===== src/rtl/div_feeder_if.sv =====
// rtl/div_feeder_if.sv - request, divider and response signals of div_feeder
interface div_feeder_if #(
  parameter int DW    = 8,
  parameter int DEPTH = 4
);
  logic                     req_vld;
  logic                     req_rdy;
  logic [DW-1:0]            req_dividend;
  logic [DW-1:0]            req_divisor;
  logic                     div_in_vld;
  logic [DW-1:0]            div_dividend;
  logic [DW-1:0]            div_divisor;
  logic                     div_out_vld;
  logic [DW-1:0]            div_quotient;
  logic [DW-1:0]            div_remainder;
  logic                     rsp_vld;
  logic                     rsp_rdy;
  logic [DW-1:0]            rsp_quotient;
  logic [DW-1:0]            rsp_remainder;
  logic                     rsp_dz;
  logic [$clog2(DEPTH):0]   level;

  modport slave (
    input  req_vld, req_dividend, req_divisor,
    output req_rdy,
    output div_in_vld, div_dividend, div_divisor,
    input  div_out_vld, div_quotient, div_remainder,
    output rsp_vld, rsp_quotient, rsp_remainder, rsp_dz,
    input  rsp_rdy,
    output level
  );

  modport master (
    output req_vld, req_dividend, req_divisor,
    input  req_rdy,
    input  div_in_vld, div_dividend, div_divisor,
    output div_out_vld, div_quotient, div_remainder,
    input  rsp_vld, rsp_quotient, rsp_remainder, rsp_dz,
    output rsp_rdy,
    input  level
  );
endinterface


===== src/rtl/div_feeder.sv =====
// rtl/div_feeder.sv - operand FIFO and sequencer feeding a multi-cycle divider
// Optional DIV_ZERO_BYPASS_EN answers zero divisors locally without using the divider.
module div_feeder #(
  parameter int DW    = 8,
  parameter int DEPTH = 4
) (
  input  logic           clk,
  input  logic           rst,
  div_feeder_if.slave    bus
);
  localparam int AW = $clog2(DEPTH);
  localparam int LW = AW + 1;
  localparam int CW = $clog2(DW + 1);

  typedef enum logic [2:0] {
    IDLE,
    ISSUE,
    WAIT,
    RESP
`ifdef DIV_ZERO_BYPASS_EN
    , BYPASS
`endif
  } state_t;

  state_t          state_q, state_d;
  logic [CW-1:0]   cnt_q, cnt_d;
  logic [AW-1:0]   wr_ptr_q, wr_ptr_d;
  logic [AW-1:0]   rd_ptr_q, rd_ptr_d;
  logic [LW-1:0]   level_q, level_d;
  logic [DW-1:0]   dvd_mem_q [DEPTH];
  logic [DW-1:0]   dvd_mem_d [DEPTH];
  logic [DW-1:0]   dvs_mem_q [DEPTH];
  logic [DW-1:0]   dvs_mem_d [DEPTH];
  logic            rsp_vld_q, rsp_vld_d;
  logic [DW-1:0]   rsp_quo_q, rsp_quo_d;
  logic [DW-1:0]   rsp_rem_q, rsp_rem_d;
`ifdef DIV_ZERO_BYPASS_EN
  logic            rsp_dz_q, rsp_dz_d;
`endif

  logic            req_rdy;
  logic            push;
  logic            pop;
  logic [DW-1:0]   head_dvd;
  logic [DW-1:0]   head_dvs;

  assign req_rdy  = (level_q != LW'(DEPTH));
  assign push     = bus.req_vld && req_rdy;
  assign head_dvd = dvd_mem_q[rd_ptr_q];
  assign head_dvs = dvs_mem_q[rd_ptr_q];

  // Pointers wrap naturally because DEPTH is a power of two.
  always_comb begin
    dvd_mem_d = dvd_mem_q;
    dvs_mem_d = dvs_mem_q;
    wr_ptr_d  = wr_ptr_q;
    rd_ptr_d  = rd_ptr_q;
    level_d   = level_q;
    if (push) begin
      dvd_mem_d[wr_ptr_q] = bus.req_dividend;
      dvs_mem_d[wr_ptr_q] = bus.req_divisor;
      wr_ptr_d            = wr_ptr_q + 1'b1;
    end
    if (pop) begin
      rd_ptr_d = rd_ptr_q + 1'b1;
    end
    case ({push, pop})
      2'b10:   level_d = level_q + 1'b1;
      2'b01:   level_d = level_q - 1'b1;
      default: level_d = level_q;
    endcase
  end

  always_comb begin
    state_d   = state_q;
    cnt_d     = cnt_q;
    pop       = 1'b0;
    rsp_vld_d = rsp_vld_q;
    rsp_quo_d = rsp_quo_q;
    rsp_rem_d = rsp_rem_q;
`ifdef DIV_ZERO_BYPASS_EN
    rsp_dz_d  = rsp_dz_q;
`endif
    case (state_q)
      IDLE: begin
        cnt_d = '0;
        if (level_q != '0) begin
`ifdef DIV_ZERO_BYPASS_EN
          if (head_dvs == '0) state_d = BYPASS;
          else                state_d = ISSUE;
`else
          state_d = ISSUE;
`endif
        end
      end
      ISSUE: begin
        // Divider needs in_vld held for DW+1 cycles to run its iterations.
        if (cnt_q == CW'(DW)) state_d = WAIT;
        else                  cnt_d   = cnt_q + 1'b1;
      end
      WAIT: begin
        if (bus.div_out_vld) begin
          rsp_quo_d = bus.div_quotient;
          rsp_rem_d = bus.div_remainder;
`ifdef DIV_ZERO_BYPASS_EN
          rsp_dz_d  = 1'b0;
`endif
          rsp_vld_d = 1'b1;
          pop       = 1'b1;
          state_d   = RESP;
        end
      end
      RESP: begin
        if (rsp_vld_q && bus.rsp_rdy) begin
          rsp_vld_d = 1'b0;
          state_d   = IDLE;
        end
      end
`ifdef DIV_ZERO_BYPASS_EN
      BYPASS: begin
        rsp_quo_d = '1;
        rsp_rem_d = head_dvd;
        rsp_dz_d  = 1'b1;
        rsp_vld_d = 1'b1;
        pop       = 1'b1;
        state_d   = RESP;
      end
`endif
      default: state_d = IDLE;
    endcase
  end

  always_ff @(posedge clk) begin
    if (rst) begin
      state_q   <= IDLE;
      cnt_q     <= '0;
      wr_ptr_q  <= '0;
      rd_ptr_q  <= '0;
      level_q   <= '0;
      rsp_vld_q <= 1'b0;
      rsp_quo_q <= '0;
      rsp_rem_q <= '0;
`ifdef DIV_ZERO_BYPASS_EN
      rsp_dz_q  <= 1'b0;
`endif
    end else begin
      state_q   <= state_d;
      cnt_q     <= cnt_d;
      wr_ptr_q  <= wr_ptr_d;
      rd_ptr_q  <= rd_ptr_d;
      level_q   <= level_d;
      rsp_vld_q <= rsp_vld_d;
      rsp_quo_q <= rsp_quo_d;
      rsp_rem_q <= rsp_rem_d;
`ifdef DIV_ZERO_BYPASS_EN
      rsp_dz_q  <= rsp_dz_d;
`endif
    end
  end

  always_ff @(posedge clk) begin
    dvd_mem_q <= dvd_mem_d;
    dvs_mem_q <= dvs_mem_d;
  end

  assign bus.req_rdy       = req_rdy;
  assign bus.level         = level_q;
  assign bus.div_in_vld    = (state_q == ISSUE);
  assign bus.div_dividend  = head_dvd;
  assign bus.div_divisor   = head_dvs;
  assign bus.rsp_vld       = rsp_vld_q;
  assign bus.rsp_quotient  = rsp_quo_q;
  assign bus.rsp_remainder = rsp_rem_q;
`ifdef DIV_ZERO_BYPASS_EN
  assign bus.rsp_dz        = rsp_dz_q;
`else
  assign bus.rsp_dz        = 1'b0;
`endif
endmodule


===== src/flat_wrapper.sv =====
// flat-port wrapper written by rule: the top's interface ports become plain ports
module div_feeder_flat 
#(
  parameter int DW    = 8,
  parameter int DEPTH = 4
)
  (clk, rst, bus_req_vld, bus_req_dividend, bus_req_divisor, bus_req_rdy, bus_div_in_vld, bus_div_dividend, bus_div_divisor, bus_div_out_vld, bus_div_quotient, bus_div_remainder, bus_rsp_vld, bus_rsp_quotient, bus_rsp_remainder, bus_rsp_dz, bus_rsp_rdy, bus_level);
  div_feeder_if #(.DW(DW), .DEPTH(DEPTH)) bus_i ();
  input  logic clk;
  input  logic rst;
  input wire logic [$bits(bus_i.req_vld)-1:0] bus_req_vld;
  input wire logic [$bits(bus_i.req_dividend)-1:0] bus_req_dividend;
  input wire logic [$bits(bus_i.req_divisor)-1:0] bus_req_divisor;
  output wire logic [$bits(bus_i.req_rdy)-1:0] bus_req_rdy;
  output wire logic [$bits(bus_i.div_in_vld)-1:0] bus_div_in_vld;
  output wire logic [$bits(bus_i.div_dividend)-1:0] bus_div_dividend;
  output wire logic [$bits(bus_i.div_divisor)-1:0] bus_div_divisor;
  input wire logic [$bits(bus_i.div_out_vld)-1:0] bus_div_out_vld;
  input wire logic [$bits(bus_i.div_quotient)-1:0] bus_div_quotient;
  input wire logic [$bits(bus_i.div_remainder)-1:0] bus_div_remainder;
  output wire logic [$bits(bus_i.rsp_vld)-1:0] bus_rsp_vld;
  output wire logic [$bits(bus_i.rsp_quotient)-1:0] bus_rsp_quotient;
  output wire logic [$bits(bus_i.rsp_remainder)-1:0] bus_rsp_remainder;
  output wire logic [$bits(bus_i.rsp_dz)-1:0] bus_rsp_dz;
  input wire logic [$bits(bus_i.rsp_rdy)-1:0] bus_rsp_rdy;
  output wire logic [$bits(bus_i.level)-1:0] bus_level;
  assign bus_i.req_vld = bus_req_vld;
  assign bus_i.req_dividend = bus_req_dividend;
  assign bus_i.req_divisor = bus_req_divisor;
  assign bus_req_rdy = bus_i.req_rdy;
  assign bus_div_in_vld = bus_i.div_in_vld;
  assign bus_div_dividend = bus_i.div_dividend;
  assign bus_div_divisor = bus_i.div_divisor;
  assign bus_i.div_out_vld = bus_div_out_vld;
  assign bus_i.div_quotient = bus_div_quotient;
  assign bus_i.div_remainder = bus_div_remainder;
  assign bus_rsp_vld = bus_i.rsp_vld;
  assign bus_rsp_quotient = bus_i.rsp_quotient;
  assign bus_rsp_remainder = bus_i.rsp_remainder;
  assign bus_rsp_dz = bus_i.rsp_dz;
  assign bus_i.rsp_rdy = bus_rsp_rdy;
  assign bus_level = bus_i.level;
  div_feeder #(.DW(DW), .DEPTH(DEPTH)) u_core (.clk(clk), .rst(rst), .bus(bus_i));
endmodule

===== config.mk =====
export PLATFORM = sky130hd
export DESIGN_NAME = div_feeder_flat
export DESIGN_NICKNAME = d
export VERILOG_FILES = /design/src/rtl/div_feeder_if.sv /design/src/rtl/div_feeder.sv /design/src/flat_wrapper.sv
export SDC_FILE = /design/constraint.sdc
export NUM_CORES = 1
export LEC_CHECK = 0
export BUFFER_PORTS_ARGS = -buffer_cell sky130_fd_sc_hd__buf_2
export CAP_MARGIN = 5
export CORE_ASPECT_RATIO = 0.6
export CORE_MARGIN = 1.5
export CORE_UTILIZATION = 45
export CTS_BUF_LIST = sky130_fd_sc_hd__clkbuf_2 sky130_fd_sc_hd__clkbuf_4 sky130_fd_sc_hd__clkbuf_8
export DETAILED_ROUTE_END_ITERATION = 16
export PLACE_DENSITY = 0.68
export SETUP_SLACK_MARGIN = 0.3
export SYNTH_ARGS = -nofsm -noshare
export SYNTH_HDL_FRONTEND = slang
export SYNTH_SLANG_ARGS = --single-unit
export TNS_END_PERCENT = 50

===== constraint.sdc =====
create_clock -name clk -period 5.6 [get_ports clk]
set_clock_uncertainty 0.15 [all_clocks]
set_input_delay 1.12 -clock clk [delete_from_list [all_inputs] [get_ports clk]]
set_output_delay 1.12 -clock clk [all_outputs]
set_load 0.005 [all_outputs]

==> impl_metrics.py <==
metrics = {
    "power": {
        "internal-power_mw": 1.22,
        "pwr-share-clk": 0.307,
        "p_seq_frac": 0.516,
        "leakagePower_nw": 1.68,
        "ir_drop_v": 0.000124,
        "p_per_area_nw_per_um2": 370,
        "switching_power_mw": 0.410,
        "pwr-share-comb": 0.177,
        "swShare": 0.252,
    },
    "synthesis": {
        "post-synth-top-count-cell": "edfxtp_1",
        "avgSynthCellArea_um2": 14.6,
        "synth_area_um2": 3720,
        "synth.distinct_cells": 35,
        "synth.area.top_cells": "edfxtp_1, dfxtp_1, mux4_2",
        "synthCells": 254,
        "netlist_top_cells_count": "edfxtp_1, nand2_1, dfxtp_1",
        "synth_nets": 304,
        "synth-main-ff-cell": "edfxtp_1",
        "ys_seq_area_frac": 0.678,
        "ys_ff_latch": 94,
        "synth_edf_count": 64,
        "async_flop_share": 0,
        "ys_warn_count": 0,
        "synth_top_area_frac": 0.517,
        "yosys.area.top_type": "edfxtp_1",
    },
    "timing": {
        "hold_viol": 0,
        "period_share": 0.597,
        "tightest_slew_ns": 0.865,
        "rsz0062_at_grt": "no",
        "setup_viol": 0,
        "fmax_mhz": 299,
        "whs_ns": 0.304,
        "setup_tns_ns": 0,
        "relSlewSlack": 0.422,
        "drv_slew": 0,
        "min_period_ns": 3.34,
    },
    "floorplanning": {
        "die_h_um": 73.4,
        "start_util": 0.468,
        "dieWidth_um": 120,
        "rows": 25,
        "core_area_um2": 7950,
        "ios": 76,
        "dieArea_um2": 8840,
    },
    "clocking": {
        "postCtsSetupRepairBufs": 0,
        "clk_pin_slew_ns": 0.08,
        "clock_latency_ns": 0.35,
        "ctsRootBufferMaster": "clkbuf_8",
        "htree_levels": 3,
        "post_cts_resized": 0,
        "clock_path_buffers": 2,
        "cts.sinks": 94,
        "cts-buffers-inserted": 9,
        "cts_tree": "built",
        "ctsHoldBuffers": 0,
    },
    "critical_path": {
        "cp_data_required_time_ns": 5.74,
        "cp_data_arrival_time_ns": 3.48,
        "crit_path_start_kind": "primary input",
        "cp-end-kind": "flop",
        "crit_fanout": 20,
        "worstSetupPathType": "in2reg",
    },
    "detailed_routing": {
        "drtPass1Iterations": 4,
        "drc_errors": 0,
        "wl_per_cell_um": 15.7,
        "routed_via_density": 4.93,
        "drt_iter0_markers": 189,
        "antenna_left": 0,
        "vias": 2179,
        "wirelength_um": 6940,
    },
    "final_layout": {
        "diodes": 0,
        "area_growth_pct": 18.4,
        "fin_util": 0.554,
        "layout.nets": 379,
        "fin_cells": 442,
        "drive_gt1_frac": 0.338,
        "design_area_um2": 4410,
    },
    "placement": {
        "dp.cells": 426,
        "placed_area_um2": 4180,
        "portBuffers": 74,
        "hpwl_um": 4750,
        "place.gp.congestion": 0.786,
    },
    "status": {
        "status": "completed",
    },
    "job": {
        "maxCapViolCount": 0,
    },
    "global_route": {
        "grt_pass1_wl_um": 10800,
        "track_usage": 0.167,
        "grt_start_max_net_pins": 30,
        "grt_pass1_vias": 2054,
        "grt_overflow": 0,
        "antenna_found_initial": 0,
    },
    "min_path": {
        "hp-class": "reg2reg",
    },
}
flip-flops by register name (all words and copies together), names as in the netlist:
name and count:
u_core.state_q 2, u_core.dvs_mem_q 32, u_core.bus.rsp_quotient 8, u_core.wr_ptr_q 2, u_core.bus.level 3, u_core.rd_ptr_q 2
u_core.bus.rsp_vld 1, u_core.cnt_q 4, u_core.dvd_mem_q 32, u_core.bus.rsp_remainder 8
per-stage QoR:
stage                     setup slack, ns  power [mW]
after floorplan                      2.59        1.04
after global placement               1.99        1.14
after detailed placement             1.88        1.15
after CTS                            2.27        1.65
after global routing                 2.09        1.71
final                                2.26        1.63
cell type report:
cell class                      count  area (um2)
Inverter                           13        48.8
Multi-Input combinational cell    136        1090
Tap cell                          108         135
Clock inverter                      3        68.8
Fill cell                         675        3540
Timing Repair Buffer               75         378
Clock buffer                       13         160
Sequential cell                    94        2520
power groups by stage:
stage	Sequential [mW]	Combinational (mW)	Clock, mW
final	0.841	0.288	0.500
after global routing	0.849	0.325	0.541
after CTS	0.842	0.293	0.513
after detailed placement	0.858	0.292	0
after global placement	0.855	0.286	0
after floorplan	0.846	0.197	0
routing by layer:
layer / GRT usage / wire length [um] / vias to the layer above
met4: 0.0431 / 65 / 0
met1: 0.229 / 3320 / 1047
met5: 0 / 0 / -
met3: 0.0738 / 489 / 5
met2: 0.244 / 3060 / 59
li1: - / - / 1068
cells by family (layout without fill, tap and decap cells):
logic type	count (synthesis)	after routing	synth area share
DFF	94	94	0.678
and+or+nand+nor	71	71	0.0912
AOI/OAI and AO/OA	28	28	0.0421
buffers and inverters	24	104	0.0283
muxes	17	17	0.0996
adders and majority gates	13	13	0.0457
xor gates and xnor gates	6	6	0.0141
other	1	1	0.00101
critical path: stages:
cell,delay (ns)
buf_2,0.08
nand2_1,0.33
inv_1,0.61
ha_1,0.30
inv_1,0.07
fa_1,0.37
xor2_1,0.16
or3_1,0.31
a21oi_1,0.14
path summary, 6_finish.rpt:
check                         startpoint                          end  slack, ns  depth (start not counted)
min reg2reg  u_core.bus.rsp_remainder[5]  u_core.bus.rsp_remainder[5]       0.30                          2
max reg2reg            u_core.state_q[0]          u_core.bus.level[2]       2.43                         10
max                      bus_div_out_vld          u_core.bus.level[2]       2.26                          9
min          u_core.bus.rsp_remainder[5]  u_core.bus.rsp_remainder[5]       0.30                          2
cell usage in the layout, fill, tap and decap left out:
| master | netlist | layout |
|---|---|---|
| ha_1 | 12 | 12 |
| o41ai_1 | 1 | 1 |
| bufinv_16 | 0 | 2 |
| or4_1 | 1 | 1 |
| nand3b_4 | 1 | 1 |
| buf_4 | 3 | 1 |
| nor3_1 | 1 | 1 |
| xnor2_1 | 3 | 3 |
| and2_4 | 2 | 2 |
| buf_2 | 3 | 74 |
| fa_1 | 1 | 1 |
| and3_1 | 6 | 6 |
| mux4_2 | 16 | 16 |
| or3b_4 | 1 | 1 |
| o21a_1 | 1 | 1 |
| nand3_1 | 2 | 2 |
| nand2_1 | 40 | 40 |
| dfxtp_1 | 30 | 30 |
| mux2i_1 | 1 | 1 |
| o31ai_1 | 1 | 1 |
| clkbuf_4 | 0 | 3 |
| a31oi_1 | 1 | 1 |
| conb_1 | 1 | 1 |
| nand2b_1 | 2 | 2 |
| inv_1 | 13 | 13 |
| clkinv_4 | 0 | 1 |
| a21boi_0 | 1 | 1 |
| edfxtp_1 | 64 | 64 |
| clkbuf_8 | 0 | 10 |
| or2_2 | 1 | 1 |
| or3_1 | 1 | 1 |
| o21ai_0 | 2 | 2 |
| nor2_1 | 11 | 11 |
| and3_2 | 1 | 1 |
| xor2_1 | 3 | 3 |
| a2bb2oi_1 | 1 | 1 |
| nand4_1 | 1 | 1 |
| a21oi_1 | 20 | 20 |
(Power assumes the default switching activity.)
